--- src/rtl/regf_mp.sv ---
// regf_mp: parametrised multi-port register file with two write ports,
// optional hardwired-zero register 0, optional write-to-read bypass and a
// per-register busy scoreboard used by the pipeline for hazard detection.
module regf_mp #(
   parameter int DATA_W   = 32,
   parameter int ADDR_W   = 5,
   parameter int NREAD    = 2,
   parameter bit ZERO_REG = 1'b1,
   parameter bit BYPASS   = 1'b1
) (
   input  logic                      clk,
   input  logic                      rst_n,
   input  logic [NREAD*ADDR_W-1:0]   raddr,
   output logic [NREAD*DATA_W-1:0]   rdata,
   output logic [NREAD-1:0]          rbusy,
   input  logic                      we0,
   input  logic [ADDR_W-1:0]         waddr0,
   input  logic [DATA_W-1:0]         wdata0,
   input  logic                      we1,
   input  logic [ADDR_W-1:0]         waddr1,
   input  logic [DATA_W-1:0]         wdata1,
   input  logic                      iss_valid,
   input  logic [ADDR_W-1:0]         iss_rd,
   output logic [ADDR_W:0]           busy_cnt
);

   localparam int NREG = 2 ** ADDR_W;

   // Architectural state
   logic [DATA_W-1:0] r_regs [NREG];
   logic [NREG-1:0]   r_busy;
   logic [ADDR_W:0]   r_busy_cnt;

   // Qualified write/issue strobes and their per-register decodes
   logic              w_we0_ok;
   logic              w_we1_ok;
   logic              w_iss_ok;
   logic [NREG-1:0]   w_hit0;
   logic [NREG-1:0]   w_hit1;
   logic [NREG-1:0]   w_iss_hit;
   logic [NREG-1:0]   w_busy_nxt;
   logic [ADDR_W:0]   w_busy_cnt_nxt;

   // True when the address selects the hardwired-zero register
   function automatic logic is_zero(input logic [ADDR_W-1:0] a);
      return ZERO_REG && (a == '0);
   endfunction

   // Accept writes/issues only outside reset and never to the zero register;
   // gating with rst_n keeps the bypass path quiet while reset is asserted.
   always_comb begin
      w_we0_ok = rst_n && we0       && !is_zero(waddr0);
      w_we1_ok = rst_n && we1       && !is_zero(waddr1);
      w_iss_ok = rst_n && iss_valid && !is_zero(iss_rd);
   end

   // Decode writes and issue per register and build the next busy vector;
   // an issue in the same cycle as a writeback wins (new producer).
   // NOTE: every always_comb output gets a default first so no path can leave it unassigned and infer a latch.
   always_comb begin
      w_hit0     = '0;
      w_hit1     = '0;
      w_iss_hit  = '0;
      w_busy_nxt = r_busy;
      for (int i = 0; i < NREG; i++) begin
         w_hit0[i]    = w_we0_ok && (waddr0 == ADDR_W'(i));
         w_hit1[i]    = w_we1_ok && (waddr1 == ADDR_W'(i));
         w_iss_hit[i] = w_iss_ok && (iss_rd == ADDR_W'(i));
         if (w_iss_hit[i]) begin
            w_busy_nxt[i] = 1'b1;
         end else if (w_hit0[i] || w_hit1[i]) begin
            w_busy_nxt[i] = 1'b0;
         end
      end
   end

   // Population count of the next busy vector, registered with the bits
   // themselves so the count can never drift from them.
   always_comb begin
      w_busy_cnt_nxt = '0;
      for (int i = 0; i < NREG; i++) begin
         w_busy_cnt_nxt = w_busy_cnt_nxt + (ADDR_W+1)'(w_busy_nxt[i]);
      end
   end

   // Register storage; port 1 wins when both ports target the same register.
   // NOTE: the array is cleared by reset because nothing else may initialise storage; this costs a reset fan-out to every bit.
   always_ff @(posedge clk or negedge rst_n) begin
      if (!rst_n) begin
         for (int i = 0; i < NREG; i++) begin
            r_regs[i] <= '0;
         end
      end else begin
         // NOTE: sequential state uses non-blocking assignments so every flop samples pre-edge values.
         for (int i = 0; i < NREG; i++) begin
            if (w_hit1[i]) begin
               r_regs[i] <= wdata1;
            end else if (w_hit0[i]) begin
               r_regs[i] <= wdata0;
            end
         end
      end
   end

   // Busy scoreboard bits and their registered count
   always_ff @(posedge clk or negedge rst_n) begin
      if (!rst_n) begin
         r_busy     <= '0;
         r_busy_cnt <= '0;
      end else begin
         r_busy     <= w_busy_nxt;
         r_busy_cnt <= w_busy_cnt_nxt;
      end
   end

   assign busy_cnt = r_busy_cnt;

   // Read ports: combinational data and busy flag per port
   for (genvar k = 0; k < NREAD; k++) begin : g_rd
      logic [ADDR_W-1:0] w_ra;
      logic [DATA_W-1:0] w_data;
      logic              w_busy;
      logic              w_wr_match;
      logic              w_iss_match;

      assign w_ra = raddr[k*ADDR_W +: ADDR_W];

      // Select stored value, overridden by same-cycle write data when
      // bypassing (port 1 last so it takes priority), zero register last.
      always_comb begin
         w_data = r_regs[w_ra];
         if (BYPASS && w_we0_ok && (waddr0 == w_ra)) begin
            w_data = wdata0;
         end
         if (BYPASS && w_we1_ok && (waddr1 == w_ra)) begin
            w_data = wdata1;
         end
         if (is_zero(w_ra)) begin
            w_data = '0;
         end
      end

      // Busy flag: a writeback this cycle releases the register early for
      // bypassing readers unless a new producer issues to it at once.
      always_comb begin
         w_wr_match  = (w_we0_ok && (waddr0 == w_ra)) || (w_we1_ok && (waddr1 == w_ra));
         w_iss_match = w_iss_ok && (iss_rd == w_ra);
         w_busy      = r_busy[w_ra];
         if (BYPASS && w_wr_match && !w_iss_match) begin
            w_busy = 1'b0;
         end
         if (is_zero(w_ra)) begin
            w_busy = 1'b0;
         end
      end

      assign rdata[k*DATA_W +: DATA_W] = w_data;
      assign rbusy[k]                  = w_busy;
   end

endmodule

--- config.mk ---
export PLATFORM = sky130hd
export DESIGN_NAME = regf_mp
export DESIGN_NICKNAME = d
export VERILOG_FILES = /design/src/rtl/regf_mp.sv
export SDC_FILE = /design/constraint.sdc
export NUM_CORES = 2
export LEC_CHECK = 0
export ABC_CLOCK_PERIOD_IN_PS = 4700
export CAP_MARGIN = 40
export CORE_MARGIN = 2
export CORE_UTILIZATION = 59
export CTS_CLUSTER_SIZE = 28
export DETAILED_ROUTE_END_ITERATION = 7
export DONT_BUFFER_PORTS = 1
export GPL_ROUTABILITY_DRIVEN = 0
export PLACE_DENSITY = 0.87
export SLEW_MARGIN = 20
export SYNTH_ARGS = -nofsm -noshare
export SYNTH_HDL_FRONTEND = slang
export SYNTH_SLANG_ARGS = --single-unit
export TNS_END_PERCENT = 5
--- constraint.sdc ---
create_clock -name clk -period 4.7 [get_ports clk]
set_input_delay 0.94 -clock clk [delete_from_list [all_inputs] [get_ports clk]]
set_output_delay 0.94 -clock clk [all_outputs]
set_load 0.01 [all_outputs]
==> impl_metrics.tcl, run 1 <==
set metrics [dict create \
    outcome "aborted with a tool error" \
    failing_step "global routing" \
    error "[ERROR GRT-0228] Horizontal edge usage exceeds the maximum allowed. (14, 13) usage=65535 limit=3200" \
    initial_core_util_pct 59.6 \
    worst_endpoint "busy_cnt[4]$_DFF_PN0_/D" \
    synth_mux_area_share_pct 31.9 \
    syn_inst 6725 \
    worst_endpoint_kind "register data pin" \
    synth_compound_area_share_pct 13.7 \
    dp.cells 7725 \
    synth-seq-area-share_pct 39.0 \
    synth_top_area_share_pct 39.0 \
    cts-htree-levels 3 \
    yosys.area_share.xor_xnor_pct 0.424 \
    synth_area_leaders "dfrtp_1, mux2i_1, mux4_2" \
    yosysTopAreaCell "dfrtp_1" \
    syn-cell-area_sq_um 68200 \
    std_cell_rows 124 \
    die_h_um 344 \
    syn_nets 6850 \
    yosys.area_share.simple_pct 8.55 \
    async_flop_share_pct 100 \
    portBuffers 0 \
    synth_top_family_by_area "multiplexers" \
    ys.flop_type "dfrtp_1" \
    ios 166 \
    ys_types 80 \
    cts_root_buf "clkbuf_16" \
    syn_area_per_cell_sq_um 10.1 \
    yosys.area_share.adder_pct 0.833 \
    numCtsBuffers 111 \
    synth_edf_count 0 \
    cts_num_sinks 1062 \
    clock_path_buffers 3 \
    die_w_um 344 \
    yosys_warnings 0 \
    post-dp-hpwl_um 159000 \
    grt_max_degree 1069 \
    ys_ff_latch 1062 \
]
Yosys cell counts, types with 9 or more instances:
master / n
a32o_1: 10
a211oi_1: 27
buf_1: 101
a221oi_1: 12
clkbuf_2: 11
buf_2: 155
nor3_1: 22
nand4_1: 44
nand2_1: 824
dfrtp_1: 1062
a32oi_1: 26
o21ai_0: 502
nor2_1: 350
o22ai_1: 38
nor4_1: 21
a31oi_1: 9
nand3b_1: 16
a22o_1: 60
o21ai_1: 236
mux2i_1: 1252
mux2_2: 103
mux4_2: 351
o32ai_1: 9
o211ai_1: 14
a211o_1: 24
a22oi_1: 59
buf_4: 40
nor2b_1: 15
a21o_1: 18
fa_1: 24
o221ai_1: 61
nand3_1: 28
inv_1: 54
o22a_1: 21
clkbuf_1: 540
a222oi_1: 22
mux2_1: 10
xor2_1: 25
nand2b_1: 11
a21oi_1: 387
o21bai_1: 9
timing repair:
item | 4_1_cts
hold buffers | 1
hold endpoints to repair | 2
cloned | 0
setup buffers | 4
gates resized for setup | 21
pin swaps | 3
setup endpoints to repair | 6
cell families after synthesis:
group                      count (synthesis)
AOI/OAI and AO/OA                       1575
xor gates and xnor gates                  33
adders and majority gates                 31
buffers and inverters                    911
DFF                                     1062
muxes                                   1719
and+or+nand+nor                         1394
through the flow:
stage	worst slack, ns	hold slack, ns	utilization [%]	area (sq um)
4_1_cts	-1.08	-0.0202	65.3	74800
3_5_place_dp	-2.30	0.386	61.8	70800
3_3_place_gp	-1.85	0.377	60.6	69400
2_1_floorplan	-1.32	0.441	-	68400
==> run 2, diff against run 1 <==
- ABC_CLOCK_PERIOD_IN_PS: 4700 -> 6110
- CORE_UTILIZATION: 59 -> 40
- CTS_CLUSTER_SIZE: 28 -> default
- PLACE_DENSITY: 0.87 -> default
- PLACE_DENSITY_LB_ADDON: default -> 0.15
- clock period: 4.7 -> 6.11 ns (I/O delays scaled with it)
==> run 2 against run 1 <==
The flow now finishes, with violations (DRC); synthesized cell count unchanged; synthesized area unchanged.
==> impl_metrics.tcl, run 2 <==
set metrics [dict create \
    outcome "finished with violations" \
    violations "DRC" \
    die_h_um 417 \
    grt_overflow 0 \
    ys_types 80 \
    path_max_fanout 19 \
    synth_area_leaders "dfrtp_1, mux2i_1, mux4_2" \
    cts_num_sinks 1062 \
    synth-seq-area-share_pct 39.0 \
    power_density_nw_per_um2 324 \
    relSlewSlack_pct 22.3 \
    numCtsBuffers 134 \
    startpoint_type "primary input" \
    ir_worst_vdd_mv 0.411 \
    yosys-top-cells-count "mux2i_1, dfrtp_1, nand2_1" \
    clock_path_buffers 3 \
    drtIter0Drc 7356 \
    ios 166 \
    critPathArrivalTime_ns 6.48 \
    mostFrequentLayoutCell "mux2i_1" \
    async_flop_share_pct 100 \
    final_core_util_pct 45.3 \
    p_sw_mw 7.78 \
    p_leak_nw 33.9 \
    ys_ff_latch 1062 \
    sw_frac_of_total_pct 31.4 \
    final_nets 6518 \
    hold_violations 0 \
    worstSkewPairLatency_ns 0.81 \
    layout_common_cells "mux2i_1, dfrtp_1, nand2_1" \
    fin_hold_ws_ns 0.128 \
    vias 56524 \
    dp.cells 8452 \
    slew_viol_final 0 \
    fillers 15770 \
    ant_nets 0 \
    synth.most_common_cell "mux2i_1" \
    die_area_sq_um 174000 \
    drive_above_1_share_pct 17.8 \
    antenna_found_initial 3 \
    syn_nets 6850 \
    yosysTopAreaCell "dfrtp_1" \
    synth_edf_count 0 \
    skew_ns 0.0131 \
    cts-htree-levels 4 \
    path_cells "buf_16 -> buf_16 -> nand2_2 -> buf_12 -> nor3_2 -> nand3_1 -> a32oi_2 -> fa_1 -> fa_1 -> fa_1 -> inv_1 -> fa_1 -> fa_1 -> inv_1 -> fa_1 -> inv_1 -> ha_1 -> buf_4 -> a21o_1 -> a21oi_2 -> nor2b_1 -> o21a_1" \
    path_class "primary input to register" \
    synth_top_area_share_pct 39.0 \
    std_cell_rows 151 \
    fin_crit_sh_pct 94.9 \
    grt_pass1_wl_um 435000 \
    slowest_stage "fa_1" \
    clkTransAtPathRegs_ns 0.05 \
    top_register "r_regs" \
    cts_root_buf "clkbuf_16" \
    hold_buffers 0 \
    ys.flop_type "dfrtp_1" \
    p_comb_share_pct 26.9 \
    placedInstanceArea_sq_um 71600 \
    areaGrowthSynthToFinish_pct 12.5 \
    syn_area_per_cell_sq_um 10.1 \
    hold_path.class "primary input to async pin" \
    p_int_mw 17.0 \
    core_region_area_sq_um 169000 \
    largest_reg_flops 1024 \
    dp_slack_ns -3.38 \
    vias_per_cell 6.49 \
    rsz0062_at_grt "no" \
    final_cells 8716 \
    period_needed_ns 5.80 \
    cts_tree "done" \
    wl_per_cell_um 35.5 \
    drv_cap 0 \
    grt_pass1_vias 55051 \
    syn_inst 6725 \
    post-dp-hpwl_um 181000 \
    portBuffers 0 \
    grt_max_degree 290 \
    fin_ws_ns 0.309 \
    routed_wl_um 309000 \
    fin_area_sq_um 76700 \
    fmax_mhz 172 \
    cp_common_cell "fa_1" \
    initial_core_util_pct 40.3 \
    pwr-share-clk_pct 33.1 \
    drc_errors 4 \
    track_usage_pct 35.1 \
    seq_power_share_pct 40.1 \
    die_w_um 417 \
    endpoint_kind "register" \
    setup_viol 0 \
    yosys_warnings 0 \
    firstDrtPassIters 8 \
    critPathRequiredTime_ns 6.79 \
    worst_pin_slew_ns 1.17 \
    slowest_delay_ns 0.56 \
    syn-cell-area_sq_um 68200 \
]
==> run 2: cell families (layout without fill, tap and decap cells) <==
kind of cell | count (synthesis) | in the layout | synth area share, %
mux | 1719 | 1719 | 31.9
buf+inv | 911 | 681 | 5.63
compound gates | 1575 | 1575 | 13.7
simple gates | 1394 | 1394 | 8.55
xor+xnor | 33 | 33 | 0.424
flops | 1062 | 1062 | 39.0
other cells | 0 | 3 | 0
fa+ha+maj | 31 | 31 | 0.833
==> run 2: final cells by class <==
cell class	instances	area (sq um)	area share, %
clock inverters	29	427	0.556
well taps	2218	2780	3.62
flip-flops and latches	1062	26600	34.7
clock buffers	209	4000	5.21
diodes	3	7.51	0.00979
inverters	55	206	0.269
multi-input cells	4752	38400	50.1
repair buffers	388	4280	5.58
==> run 2: power by group through the flow <==
stage	registers [mW]	clock network, mW	logic [mW]
3_3_place_gp	9.93	0	6.38
4_1_cts	9.88	8.28	6.60
5_1_grt	10.1	8.56	7.31
6_report	9.94	8.21	6.67
2_1_floorplan	9.55	0	5.02
3_5_place_dp	9.98	0	6.49
==> run 2: timing repair <==
| action | 4_1_cts | 5_1_grt |
|---|---|---|
| setup endpoints to repair | 72 | 5 |
| pin swaps | 3 | 3 |
| buffers inserted | 3 | 2 |
| cloned | 14 | 0 |
| hold endpoints to repair | 0 | 0 |
| gates resized for setup | 3 | 7 |
==> run 2: metal layers <==
layer,routed length [um],share of wire [%],global-route usage (%),vias to the layer above
li1,-,-,-,23801
met5,13,0.0042,0,-
met1,120000,39,45.1,28431
met3,28400,9.2,7.93,933
met4,21700,7.0,21.4,2
met2,139000,45,54.1,3357
==> run 2: metrics by stage <==
step           TNS (ns)  power (mW)
3_5_place_dp    -161.54        16.5
5_1_grt               0        26.0
6_report              0        24.8
2_1_floorplan    -0.410        14.6
4_1_cts               0        24.8
3_3_place_gp    -128.54        16.3
==> run 2: worst paths after layout <==
path	slack [ns]	depth (start not counted)	endpoint	from
min	0.13	0	busy_cnt[3]	rst_n
max reg2reg	1.16	18	busy_cnt[5]	r_busy[7]
max	0.31	22	busy_cnt[5]	rst_n
min in group clk	0.39	0	r_regs[1022]	r_regs[1022]
min reg2reg	0.39	0	r_regs[1022]	r_regs[1022]
max in group asynchronous	3.91	5	r_regs[851]	rst_n
==> run 2: worst max-delay path, delay by kind of cell <==
family	cells	cell delay (ns)
AO/OA/AOI/OAI	4	0.78
adder cells (fa/ha/maj)	7	3.24
buffers and inverters	7	0.73
AND/OR/NAND/NOR	4	0.46
(Power assumes the default switching activity.)
